$ cat src/rtl/debounce_pkg.sv
// debounce_pkg
//   Shared constants and an elaboration-time helper for the debounce block.
//   The FSM state type and counter width are kept inside the debounce
//   module, because nothing else needs them.
package debounce_pkg;

    localparam int DEFAULT_STABLE_CYCLES = 16;

    // A qualification window of zero samples has no meaning; callers use
    // this to reject such a configuration at elaboration time.
    function automatic bit stable_cycles_valid(input int n);
        return n >= 1;
    endfunction

endpackage

$ cat src/rtl/debounce.sv
// debounce
//   Qualifies a slow, already-synchronized input. A new level is accepted
//   only after data_i has differed from data_o for STABLE_CYCLES consecutive
//   clocks. On acceptance a one-cycle rise or fall strobe is emitted. All
//   outputs come straight from flops.
//
// Ports
//   clock_i  in   system clock, posedge
//   reset_i  in   asynchronous, active-high reset
//   data_i   in   synchronized input (clock_i domain)
//   data_o   out  debounced level
//   rise_o   out  one-cycle strobe on accepted 0->1
//   fall_o   out  one-cycle strobe on accepted 1->0
//   busy_o   out  high while a candidate change is being qualified
//
// State table
//   state   | meaning
//   IDLE    | data_i matches data_o, counter at zero
//   QUALIFY | data_i differs from data_o, counting consecutive mismatches
module debounce
    import debounce_pkg::*;
#(
    parameter int   STABLE_CYCLES = DEFAULT_STABLE_CYCLES,
    parameter logic INITIAL_DATA  = 1'b0
) (
    input  logic clock_i,
    input  logic reset_i,
    input  logic data_i,
    output logic data_o,
    output logic rise_o,
    output logic fall_o,
    output logic busy_o
);

    localparam int CNT_W = $clog2(STABLE_CYCLES + 1);

    generate
        if (!stable_cycles_valid(STABLE_CYCLES)) begin : g_bad_cfg
            $error("debounce: STABLE_CYCLES must be at least 1");
        end
    endgenerate

    typedef enum logic {
        IDLE    = 1'b0,
        QUALIFY = 1'b1
    } state_t;

    state_t           state, state_n;
    logic [CNT_W-1:0] cnt, cnt_n;
    logic             data_q, data_n;
    logic             rise_q, rise_n;
    logic             fall_q, fall_n;
    logic             busy_q, busy_n;

    logic             mismatch;
    logic             last_sample;
    logic [CNT_W-1:0] cnt_inc;

    assign mismatch    = (data_i != data_q);
    // True when the sample on this edge completes the qualification window.
    assign last_sample = (({1'b0, cnt} + 1'b1) == (CNT_W + 1)'(STABLE_CYCLES));
    // Saturate rather than wrap, so a stuck counter can never alias to a
    // short window.
    assign cnt_inc     = (cnt == CNT_W'(STABLE_CYCLES)) ? cnt : cnt + 1'b1;

    always_ff @(posedge clock_i or posedge reset_i) begin
        if (reset_i) begin
            state  <= IDLE;
            cnt    <= '0;
            data_q <= INITIAL_DATA;
            rise_q <= 1'b0;
            fall_q <= 1'b0;
            busy_q <= 1'b0;
        end else begin
            state  <= state_n;
            cnt    <= cnt_n;
            data_q <= data_n;
            rise_q <= rise_n;
            fall_q <= fall_n;
            busy_q <= busy_n;
        end
    end

    always_comb begin
        logic accept;
        state_n = state;
        cnt_n   = cnt;
        data_n  = data_q;
        rise_n  = 1'b0;
        fall_n  = 1'b0;
        accept  = 1'b0;

        case (state)
            IDLE: begin
                if (mismatch) begin
                    if (STABLE_CYCLES == 1) begin
                        accept = 1'b1;
                    end else begin
                        cnt_n   = CNT_W'(1);
                        state_n = QUALIFY;
                    end
                end
            end
            QUALIFY: begin
                if (!mismatch) begin
                    // Bounce back to the old level: drop the candidate.
                    cnt_n   = '0;
                    state_n = IDLE;
                end else if (last_sample) begin
                    accept = 1'b1;
                end else begin
                    cnt_n = cnt_inc;
                end
            end
            default: begin
                cnt_n   = '0;
                state_n = IDLE;
            end
        endcase

        if (accept) begin
            data_n  = data_i;
            rise_n  = data_i;
            fall_n  = ~data_i;
            cnt_n   = '0;
            state_n = IDLE;
        end

        busy_n = (state_n == QUALIFY);
    end

    assign data_o = data_q;
    assign rise_o = rise_q;
    assign fall_o = fall_q;
    assign busy_o = busy_q;

endmodule

$ cat config.mk
export PLATFORM = sky130hd
export DESIGN_NAME = debounce
export DESIGN_NICKNAME = d
export VERILOG_FILES = /design/src/rtl/debounce_pkg.sv /design/src/rtl/debounce.sv
export SDC_FILE = /design/constraint.sdc
export NUM_CORES = 1
export LEC_CHECK = 0
export CORE_AREA = 2 2 39 41
export CTS_CLUSTER_DIAMETER = 80
export DETAILED_ROUTE_END_ITERATION = 12
export DIE_AREA = 0 0 41 43
export GPL_ROUTABILITY_DRIVEN = 0
export PLACE_DENSITY = 0.6
export SLEW_MARGIN = 40
export SYNTH_ARGS = -nofsm -noshare
export SYNTH_HDL_FRONTEND = slang
export SYNTH_SLANG_ARGS = --single-unit
$ cat constraint.sdc
create_clock -name clock_i -period 1.8 [get_ports clock_i]
set_input_delay 0.36 -clock clock_i [delete_from_list [all_inputs] [get_ports clock_i]]
set_output_delay 0.36 -clock clock_i [all_outputs]
set_load 0.01 [all_outputs]
==> flow_summary_export.csv <==
group,metric,value,unit
global_routing,antenna_found_initial,0,
place,io_buffer_count,6,
synth,synthMuxAreaShare,2.73,%
synth,yosysWarnings,0,
detailed_routing,drc,0,
timing,finClkSkew,0.00442,ns
finish,drive_gt1_share,26.9,%
detailed_routing,detail-route-antenna-nets,0,
clock_network,cts_hold_buf,0,
timing,hold_viol_final,0,
synth,ys_types,28,
synth,syn_nets,59,
timing,fin_crit_sh,92.2,%
synth,synth_fa_ha_area_share,6.82,%
synth,synth-xor-area-share,4.55,%
synth,yosys.area_share.simple,24.3,%
run,cap_viol_max_count,0,
detailed_routing,drt_pass1_iterations,4,
synth,synth_area_leaders,"dfrtp_1 41%, ha_1 6.8%, o21ai_0 3.6%",
clock_network,htree_levels,1,
finish,layout_common_cells,"9 x dfrtp_1, 6 x clkdlybuf4s50_1, 5 x nand2_1",
global_routing,grt_max_degree,10,
timing,rsz0062_at_grt,"false",
min_path,min_path_type,"input pin to async pin",
setup_path,path_class,"flip-flop to flip-flop",
clock_network,clk_path_buf_depth,2,
global_routing,gr-total-overflow,0,
timing,setup_tns,0,ns
finish,finish.utilization,49.6,%
outcome,status,"completed",
setup_path,r2r_slack,0.14,ns
pwr,peakVddDrop,0.400,mV
timing,fmax,603,MHz
global_routing,grt_pass1_vias,405,
timing,finalSetupViolations,0,
timing,worst_pin_slew,0.352,ns
setup_path,endpoint_kind,"flip-flop",
clock_network,cts_resized,0,
floorplan,initial_core_util,39.8,%
detailed_routing,vias,430,
pwr,finalPower,541,uW
setup_path,crit_path_start_kind,"flip-flop",
synth,synth.yosys.seq_area_share,40.9,%
floorplan,die_w,41,um
finish,nNetsFinal,74,
pwr,power_density,788,nW/um^2
setup_path,cpMaxStageDelayCell,"dfrtp_1",
detailed_routing,drt_iter0_drc,10,
pwr,static-leakage-power,0.000316,uW
synth,synth_cells,53,
clock_network,cts_tree,"done",
floorplan,die_area,1760,um^2
detailed_routing,wire_per_inst,12.3,um
setup_path,critPathMaxFanout,9,
clock_network,root_buffer,"clkbuf_4",
clock_network,cts_made_buffers,3,
setup_path,crit_required,1.95,ns
global_routing,grt_util_all_layers,15.0,%
floorplan,rows,14,
timing,drv_slew,0,
synth,ys_ff_latch,9,
setup_path,arrival,1.81,ns
synth,syn_area_per_cell,10.4,um^2
finish,diodes,0,
finish,stdcell_count,83,
floorplan,die_h,43,um
place,place_hpwl,771,um
clock_network,clk_pin_slew,0.07,ns
synth,synth_top_cell_area_share,40.9,%
floorplan,io_pins,7,
setup_path,crit_chain,"ha_1 -> nand3_1 -> o21ai_4 -> nand2_2 -> mux2_4",
synth,synth_top_cell_by_area,"dfrtp_1",
clock_network,numClockSinks,9,
clock_network,clk_latency,0.26,ns
synth,synth_top_family_by_area,"simple AND/OR/NAND/NOR gates",
timing,max-slew-margin-rel,76.5,%
setup_path,slowest_delay,0.47,ns
finish,syn2layout_area_growth,24.8,%
synth,synth_compound_area_share,18.0,%
timing,fin_crit,1.66,ns
synth,synthesis.area,551,um^2
place,placedCellCount,79,
floorplan,core,1380,um^2
detailed_routing,viasPerCell,5.18,
clock_network,post-cts-setup-buffer-count,0,
detailed_routing,routed_wl,1020,um
finish,final_common_cell,"dfrtp_1",
global_routing,grt_pass1_wl,1770,um
## state kept, by name, indices dropped and copies added (netlist names)
| name | flops |
|---|---|
| cnt | 5 |
| rise_o | 1 |
| busy_o | 1 |
| fall_o | 1 |
| data_o | 1 |
## metrics by stage
stage	setup WS (ns)	hold slack [ns]	area, um^2
5_1_grt	0.0292	0.408	687
3_3_place_gp	0.0592	0.561	661
3_5_place_dp	0.0469	0.571	661
6_report	0.141	0.352	687
2_1_floorplan	0.326	0.188	551
4_1_cts	0.129	0.363	687
## path summary, 6_finish.rpt
kind / startpoint / to / cells past startpoint
min reg2reg: cnt[3]$_DFFE_PP0P_ / cnt[3]$_DFFE_PP0P_ / 1
min in group clock_i: cnt[3]$_DFFE_PP0P_ / cnt[3]$_DFFE_PP0P_ / 1
max in group asynchronous: reset_i / data_o$_DFFE_PP0N_ / 2
min: reset_i / cnt[3]$_DFFE_PP0P_ / 2
max reg2reg: cnt[1]$_DFFE_PP0P_ / data_o$_DFFE_PP0N_ / 5
max: cnt[1]$_DFFE_PP0P_ / data_o$_DFFE_PP0N_ / 5
## power breakdown
group / internal, uW / leakage (uW) / switching, uW
Clock: 85.7 / 0.0000150 / 76.1
Sequential: 220 / 0.000118 / 31.7
Combinational: 63.7 / 0.000183 / 63.4
Total: 370 / 0.000316 / 171
## logic make-up after synthesis
logic type / Yosys count
fa+ha+maj: 3
mux: 1
compound gates: 12
flops: 9
xor+xnor: 2
simple gates: 22
buf+inv: 4
## final cells by class
class                      count  area (um^2)
multi-input combinational     40          310
inverter                       4         15.0
tap                           16         20.0
sequential                     9          225
clock buffer                   4         26.3
timing repair buffer          10         90.1
fill                         128          697
## synth_stat cells
cell      count
nand3_1       3
nor3b_2       1
and4b_1       1
nand2_1       5
o311ai_1      1
and2b_1       1
o21ai_0       4
nand4_1       1
a22oi_1       1
a21oi_2       1
a31oi_1       1
xor2_1        1
nor2_1        4
o21ai_4       1
mux2_4        1
and2_4        1
o41ai_2       1
o31ai_1       1
xor2_2        1
nand4b_1      1
and3_2        1
a21o_1        1
inv_1         4
nand3_2       1
and2_2        1
dfrtp_1       9
nand2_2       1
ha_1          3
## critical path: cells and delay by family, from the launching register on
family | cells | cell delay (ns)
adder cells (fa/ha/maj) | 1 | 0.27
multiplexers | 1 | 0.30
AND/OR/NAND/NOR | 2 | 0.24
AO/OA/AOI/OAI | 1 | 0.27
flip-flops | 1 | 0.47
## routing by layer
layer / vias to the layer above / track usage, % / share of wire (%)
li1: 216 / - / -
met1: 201 / 21.1 / 47
met2: 8 / 20.6 / 47
met3: 5 / 3.14 / 3.0
met4: 0 / 8.00 / 2.8
met5: - / 0 / 0
(Power assumes the default switching activity.)
